--- config.mk ---
export PLATFORM = sky130hd
export DESIGN_NAME = pingpong_window_reader
export DESIGN_NICKNAME = d
export VERILOG_FILES = /design/src/rtl/pingpong_window_reader.sv
export SDC_FILE = /design/constraint.sdc
export NUM_CORES = 1
export LEC_CHECK = 0
export BUFFER_PORTS_ARGS = -buffer_cell sky130_fd_sc_hd__clkbuf_2
export CORE_AREA = 2 2 132 134
export DETAILED_ROUTE_END_ITERATION = 10
export DIE_AREA = 0 0 134 136
export PLACE_DENSITY = 0.79
export REMOVE_ABC_BUFFERS = 1
export SLEW_MARGIN = 30
export SYNTH_ARGS = -nofsm -noshare
export SYNTH_HDL_FRONTEND = slang
export SYNTH_SLANG_ARGS = --single-unit
--- constraint.sdc ---
create_clock -name i_clk -period 15 [get_ports i_clk]
set_input_delay 0 -clock i_clk [delete_from_list [all_inputs] [get_ports i_clk]]
set_output_delay 0 -clock i_clk [all_outputs]
set_load 0.01 [all_outputs]
--- src/rtl/pingpong_window_reader.sv ---
// Walks the ping-pong read bank building 3x3 windows for the PE array, then hands the bank back.
// Latency: first address 1 cycle after i_buf_ready, window valid 11 cycles after; o_win holds under i_win_rdy stall.
module pingpong_window_reader #(
  parameter int IMG_W  = 34,
  parameter int IMG_H  = 34,
  parameter int ADDR_W = 16,
  parameter int DATA_W = 8
) (
  input  logic                  i_clk,
  input  logic                  i_rst_n,
  input  logic                  en,
  input  logic                  i_buf_ready,
  output logic [ADDR_W-1:0]     o_conv_addr,
  input  logic [DATA_W-1:0]     i_conv_dout,
  output logic                  o_switch_pingpong,
  output logic [9*DATA_W-1:0]   o_win,
  output logic                  o_win_vld,
  input  logic                  i_win_rdy,
  output logic                  o_frame_done,
  output logic                  o_busy
);

  typedef enum logic [2:0] {IDLE, FETCH, DRAIN, PRESENT, SWITCH} state_t;

  localparam logic [ADDR_W-1:0] STRIDE   = ADDR_W'(IMG_W);
  localparam logic [ADDR_W-1:0] LAST_COL = ADDR_W'(IMG_W - 3);
  localparam logic [ADDR_W-1:0] LAST_ROW = ADDR_W'(IMG_H - 3);

  state_t             r_state;
  logic [ADDR_W-1:0]  r_row;
  logic [ADDR_W-1:0]  r_col;
  logic [3:0]         r_tap;
  logic [DATA_W-1:0]  r_win [9];

  logic               w_accept;
  logic               w_last_win;
  logic               w_col_wrap;
  logic [ADDR_W-1:0]  w_next_row;
  logic [ADDR_W-1:0]  w_next_col;

  function automatic logic [ADDR_W-1:0] tap_addr(input logic [ADDR_W-1:0] row,
                                                 input logic [ADDR_W-1:0] col,
                                                 input logic [3:0]        tap);
    logic [ADDR_W-1:0] ky;
    logic [ADDR_W-1:0] kx;
    ky = (tap >= 4'd6) ? ADDR_W'(2) : (tap >= 4'd3) ? ADDR_W'(1) : '0;
    kx = ADDR_W'(tap) - ky * ADDR_W'(3);
    return (row + ky) * STRIDE + col + kx;
  endfunction

  assign w_col_wrap = (r_col == LAST_COL);
  assign w_last_win = w_col_wrap && (r_row == LAST_ROW);
  assign w_next_col = w_col_wrap ? '0 : r_col + ADDR_W'(1);
  assign w_next_row = w_col_wrap ? (w_last_win ? '0 : r_row + ADDR_W'(1)) : r_row;

  // Frame done must coincide with the accepting handshake, so it cannot be registered.
  assign w_accept     = en && (r_state == PRESENT) && i_win_rdy;
  assign o_frame_done = w_accept && w_last_win;
  assign o_busy       = (r_state != IDLE);

  always_comb begin
    o_win = '0;
    for (int k = 0; k < 9; k++) begin
      o_win[DATA_W*k +: DATA_W] = r_win[k];
    end
  end

  always_ff @(posedge i_clk or negedge i_rst_n) begin
    if (!i_rst_n) begin
      r_state           <= IDLE;
      r_row             <= '0;
      r_col             <= '0;
      r_tap             <= '0;
      o_conv_addr       <= '0;
      o_switch_pingpong <= 1'b0;
      o_win_vld         <= 1'b0;
      for (int k = 0; k < 9; k++) begin
        r_win[k] <= '0;
      end
    end else if (en) begin
      case (r_state)
        IDLE: begin
          if (i_buf_ready) begin
            r_row       <= '0;
            r_col       <= '0;
            r_tap       <= '0;
            o_conv_addr <= '0;
            r_state     <= FETCH;
          end
        end
        // r_tap is the tap whose address is on the bus; its data lands one cycle later.
        FETCH: begin
          if (r_tap != 4'd0) begin
            r_win[r_tap - 4'd1] <= i_conv_dout;
          end
          if (r_tap == 4'd8) begin
            r_state <= DRAIN;
          end else begin
            r_tap       <= r_tap + 4'd1;
            o_conv_addr <= tap_addr(r_row, r_col, r_tap + 4'd1);
          end
        end
        DRAIN: begin
          r_win[8]  <= i_conv_dout;
          o_win_vld <= 1'b1;
          r_state   <= PRESENT;
        end
        PRESENT: begin
          if (i_win_rdy) begin
            o_win_vld <= 1'b0;
            r_row     <= w_next_row;
            r_col     <= w_next_col;
            r_tap     <= '0;
            if (w_last_win) begin
              r_state <= SWITCH;
            end else begin
              o_conv_addr <= tap_addr(w_next_row, w_next_col, 4'd0);
              r_state     <= FETCH;
            end
          end
        end
        SWITCH: begin
          o_switch_pingpong <= ~o_switch_pingpong;
          r_state           <= IDLE;
        end
        default: r_state <= IDLE;
      endcase
    end
  end

endmodule

# Yosys cells after proc, flatten, opt, wreduce, memory -nomap -nowiden
# Cells that the tools add are included.
dict set report word_totals {
  ff_bits 129
  input_bits 13
  out_inout_bits 92
  elab_cells 97
}
dict set report op_classes {
  n_addsub 9
  multipliers 3
  n_lt_le_gt_ge 4
  eq_ne 13
  mux 30
  bitwise 2
  n_reduce_logical 20
}
# cell n
set ops {}
lappend ops {{2-to-1 mux 16 bit} 9}
lappend ops {{bitwise mux 72 bit} 1}
lappend ops {{one-hot mux 16 bit (2 select lines)} 2}
lappend ops {{adder 16 bit} 3}
lappend ops {{one-hot mux 16 bit (3 select lines)} 1}
lappend ops {{adder 16 x 1 -> 16 bit, second input constant} 2}
lappend ops {{demux 8 bit (select 4 bit)} 1}
lappend ops {{equality test 16 x 5 -> 1 bit, second input constant} 2}
lappend ops {{multiplier 16 x 5 -> 15 bit, second input constant} 2}
lappend ops {{adder 16 x 2 -> 16 bit} 1}
lappend ops {{2-to-1 mux 8 bit} 2}
lappend ops {{one-hot mux 8 bit (2 select lines)} 1}
lappend ops {{2-to-1 mux 3 bit} 4}
lappend ops {{2-to-1 mux 4 bit} 3}
lappend ops {{inequality test 2 bit, second input constant} 6}
lappend ops {{one-hot mux 3 bit (4 select lines)} 1}
lappend ops {{one-hot mux 4 bit (3 select lines)} 1}
lappend ops {{AND reduction 3 bit} 3}
lappend ops {{AND reduction 4 bit} 2}
lappend ops {{equality test 3 x 2 -> 1 bit, second input constant} 2}
lappend ops {{AND reduction 6 bit} 1}
lappend ops {{nonzero test 2 bit} 3}
lappend ops {{nonzero test 3 bit} 2}
lappend ops {{>= comparator 5 bit, second input constant} 1}
lappend ops {{20 further kinds} 25}

# Depth between registers and ports, before layout
dict set report depth {
  word_depth 10
  depth_mapped 30
  depth_no_buf 30
}

# Worst setup path after synthesis
# Ideal clock, no wire load.
dict set report synth_timing {
  path_kind {register to register}
  from {register r_tap[0]}
  to {register o_conv_addr[15]}
  setup_time_ps 126
  arrival_time_ps 5855
  required_ps 14874
  path_slack_ps 9019
  path_stages_with_launch 29
  path_buffers 0
  synth_period_minus_slack_ps 5981
  cell_sequence {dfrtp_1 -> ha_1 -> xnor2_1 -> o21ai_0 -> nor2_1 -> ha_1 -> inv_1 -> fa_1 -> nor2_1 -> xor2_1 -> ha_1 -> fa_1 -> a21o_1 -> a21oi_1 -> o21bai_1 -> a21oi_1 -> nor2b_1 -> o21ai_0 -> nand2b_1 -> xnor2_1 -> fa_1 -> xnor2_1 -> xnor2_1 -> xnor2_1 -> xnor2_1 -> xnor2_1 -> xnor2_1 -> xnor2_1 -> a221o_1}
}
dict set report synth_via {
  elab_chain_cells 10
  elab_cells_between_ends 16
  cone_classes {add/sub (5); mul (2); order compare (2); eq/ne (2); mux (4); reduce/logical (1)}
}
# item line_no
set synth_lines {}
lappend synth_lines {{start, declared} 32} ;# logic [3:0] r_tap;
lappend synth_lines {{start signal, assigned} 99} ;# r_tap <= r_tap + 4'd1;
lappend synth_lines {{adder 4 x 1 -> 4 bit} 100} ;# o_conv_addr <= tap_addr(r_row, r_col, r_tap + 4'd1);
lappend synth_lines {{>= comparator 4 x 2 -> 1 bit} 46} ;# ky = (tap >= 4'd6) ? ADDR_W'(2) : (tap >= 4'd3) ? ADDR_W'(1) : '0;
lappend synth_lines {{2-to-1 mux 1 bit} 46}
lappend synth_lines {{2-to-1 mux 2 bit} 46}
lappend synth_lines {{adder 16 x 2 -> 16 bit} 48} ;# return (row + ky) * STRIDE + col + kx;
lappend synth_lines {{multiplier 16 x 5 -> 15 bit} 48}
lappend synth_lines {{adder 16 bit (2 in series)} 48}
lappend synth_lines {{2-to-1 mux 16 bit} 96} ;# if (r_tap == 4'd8) begin
lappend synth_lines {{one-hot mux 16 bit (3 select lines)} 81} ;# case (r_state)
lappend synth_lines {{end signal, assigned} 100}
lappend synth_lines {{end signal, assigned} 117} ;# o_conv_addr <= tap_addr(w_next_row, w_next_col, 4'd0);
lappend synth_lines {{end, declared} 13} ;# output logic [ADDR_W-1:0] o_conv_addr,
# Parallel ways exist; a longest one is shown, timed or not. The select of a mux whose other input is x is not followed.
# A chain may end at the register's enable or synchronous reset.

# Final worst setup path
# Same ends and word-level chain as after synthesis.

==> results.sh <==
export IMPL_outcome="finished, final reports clean"
export IMPL_avgViaCountPerCell=5.86
export IMPL_ys_ff_latch=129
export IMPL_grt_max_degree=84
export IMPL_first_pass_iters=5
export IMPL_wl_per_cell_um=18.4
export IMPL_grt_usage_pct=25.8
export IMPL_htreeDepth=4
export IMPL_layout_common_cells="dfrtp_1, clkbuf_2, ha_1, mux2_2, nand2_1"
export IMPL_slew_viol_final=0
export IMPL_grt_pass1_wl_um=36800
export IMPL_tns_ns=0
export IMPL_synthTopCellsByArea="dfrtp_1, ha_1, mux2_2, xnor2_1, fa_1"
export IMPL_io_pins=105
export IMPL_synth_cells=904
export IMPL_path_clk_slew_ns=0.07
export IMPL_timing_final_ws_setup_ns=8.37
export IMPL_hold_class="in -> async"
export IMPL_rsz0062_at_grt="no"
export IMPL_fp_dieW_um=134
export IMPL_synth_edf_count=0
export IMPL_start_util_pct=53.8
export IMPL_die_h_um=136
export IMPL_nFillCells=1365
export IMPL_syn_to_final_growth_pct=14.8
export IMPL_critical_path_class="reg -> reg"
export IMPL_gp_congestion=0.908
export IMPL_layout_nets=1112
export IMPL_clock_sinks=129
export IMPL_synth_top_flop_cell="dfrtp_1"
export IMPL_numCtsBuffers=17
export IMPL_slew_headroom_pct=37.4
export IMPL_synth_area_um2=9080
export IMPL_syn_area_per_cell_um2=10.0
export IMPL_pre_cts_slack_ns=8.45
export IMPL_post_dp_hpwl_um=16700
export IMPL_finClkSkew_ns=0.0129
export IMPL_grt_pass1_vias=7095
export IMPL_worst_slew_pin_slew_ns=0.939
export IMPL_remaining_drc_errors=0
export IMPL_setup_viol=0
export IMPL_antenna_cells=0
export IMPL_postRouteAntennaNets=0
export IMPL_path_max_fanout=10
export IMPL_io_buffers=104
export IMPL_synth_largest_area_cell="dfrtp_1"
export IMPL_startpoint_type="register"
export IMPL_mostFrequentLayoutCell="dfrtp_1"
export IMPL_routed_wl_um=22700
export IMPL_r2r_start="r_tap[0]$_DFFE_PN0P_"
export IMPL_p_leak_nw=5.45
export IMPL_period_share_pct=44.2
export IMPL_min_period_ns=6.63
export IMPL_yosys_warnings=0
export IMPL_core_area_um2=16900
export IMPL_critPathArrivalTime_ns=6.94
export IMPL_cts_tree="yes"
export IMPL_gr_total_overflow=0
export IMPL_synth_cell_types=69
export IMPL_yosysSeqAreaShare_pct=35.6
export IMPL_holdWs_ns=0.150
export IMPL_end_kind="register"
export IMPL_cpMostUsedCell="xnor2_1"
export IMPL_cp_startpoint="r_tap[0]$_DFFE_PN0P_"
export IMPL_dr_total_vias=7244
export IMPL_num_rows=48
export IMPL_synth_top_area_share_pct=35.6
export IMPL_die_area_um2=18200
export IMPL_slowest_stage="dfrtp_1"
export IMPL_cts_root_buf="clkbuf_16"
export IMPL_drtIter0Drc=551
export IMPL_clock_path_buffers=2
export IMPL_pwr_density_cell_nw_per_um2=135
export IMPL_cap_viol_max_count=0
export IMPL_clk_latency_ns=0.43
export IMPL_antenna_found_initial=0
export IMPL_max_freq_mhz=151
export IMPL_async_flop_share_pct=100
export IMPL_crit_required_ns=15.31
export IMPL_crit_path_max_incr_delay_ns=0.50
export IMPL_ir_drop_mv=0.0869
export IMPL_drive_gt1_share_pct=23.4
export IMPL_cts_resized=0
export IMPL_hold_viol_final=0
export IMPL_rr_worst_depth=28
## sequential cells by signal (all words and copies together), names as in the netlist
register / flops
o_conv_addr: 16
o_win: 72
r_state: 3
r_tap: 4
r_col: 16
o_win_vld: 1
r_row: 16
o_switch_pingpong: 1
## synthesized netlist by cell type (3+ instances only)
cell and number:
nand4_1 8, and2_1 3, clkbuf_1 28, ha_1 80
nor2_1 62, nand2_1 63, buf_1 4, or2_2 8
and3_1 10, xor2_1 36, o31ai_1 15, buf_2 8
xnor2_1 50, nand3_1 16, o41ai_1 7, a21oi_1 33
or3_1 4, o21ai_0 47, o21a_1 7, inv_1 44
a211oi_1 4, buf_6 3, mux2i_1 5, nand2b_1 9
or4_1 6, a31oi_1 5, mux2_2 72, dfrtp_1 129
nor2b_1 8, a22o_1 23, a21o_1 13, nor3_1 22
nor4_1 4, fa_1 20
## logic make-up (layout without fill, tap and decap cells)
kind of cell | after synthesis | count (layout) | synth area share (%)
fa+ha+maj | 100 | 100 | 15.4
xor+xnor | 87 | 87 | 8.56
flops | 129 | 129 | 35.6
simple gates | 244 | 244 | 13.8
mux | 77 | 77 | 9.48
buf+inv | 88 | 196 | 4.00
compound gates | 179 | 179 | 13.2
## layer usage
layer / vias to the layer above / global-route usage, % / share of wire, %
li1: 3404 / - / -
met1: 3520 / 33.7 / 44
met2: 266 / 41.8 / 47
met3: 54 / 5.67 / 6.9
met4: 0 / 10.5 / 2.9
met5: - / 0 / 0
## what timing repair did
| action | 4_1_cts | 5_1_grt |
|---|---|---|
| endpoints found under the hold margin | 104 | 0 |
| setup endpoints to repair | 0 | 0 |
| hold buffers | 11 | 0 |
| buffers inserted | 0 | 0 |
## final timing paths
kind                                                 end  slack (ns)
setup / recovery             o_conv_addr[15]$_DFFE_PN0P_        8.37
hold / removal             o_switch_pingpong$_DFFE_PN0P_        0.15
setup reg to reg             o_conv_addr[15]$_DFFE_PN0P_        8.37
hold reg to reg            o_switch_pingpong$_DFFE_PN0P_        0.47
max in group asynchronous          r_row[13]$_DFFE_PN0P_       13.68
min in group i_clk                r_state[1]$_DFFE_PN0P_        0.44
## cell type report
type / instances / area, um2 / area share [%]
clock inverter: 15 / 161 / 1.55
sequential: 129 / 3230 / 31.0
multi-input combinational: 687 / 5490 / 52.7
inverter: 45 / 169 / 1.62
clock buffer: 17 / 425 / 4.08
tap: 225 / 282 / 2.70
timing repair buffer: 119 / 667 / 6.40
## power by group
| part | leakage (nW) | switching, mW | internal, mW | total (mW) |
|---|---|---|---|---|
| sequential | 1.76 | 0.0632 | 0.426 | 0.490 |
| clock | 0.281 | 0.187 | 0.222 | 0.410 |
| combinational | 3.41 | 0.296 | 0.213 | 0.508 |
| total | 5.45 | 0.546 | 0.861 | 1.41 |
## critical path, delay by kind of cell (launching register included)
kind	cells	cell delay, ns
buffers and inverters	1	0.05
AND/OR/NAND/NOR	4	0.54
XOR/XNOR	10	1.88
adder cells (fa/ha/maj)	6	2.09
AO/OA/AOI/OAI	7	1.45
flip-flops	1	0.50
## stage by stage
step / area (um2) / std cells / util (%) / power (mW)
3_3_place_gp: 9720 / 1194 / 57.6 / 0.976
3_5_place_dp: 9720 / 1194 / 57.6 / 0.995
5_1_grt: 10400 / 1237 / 61.8 / 1.49
2_1_floorplan: 8890 / 861 / - / 0.803
6_report: 10400 / 1237 / 61.8 / 1.41
4_1_cts: 10400 / 1237 / 61.8 / 1.41
(Power assumes the default switching activity.)
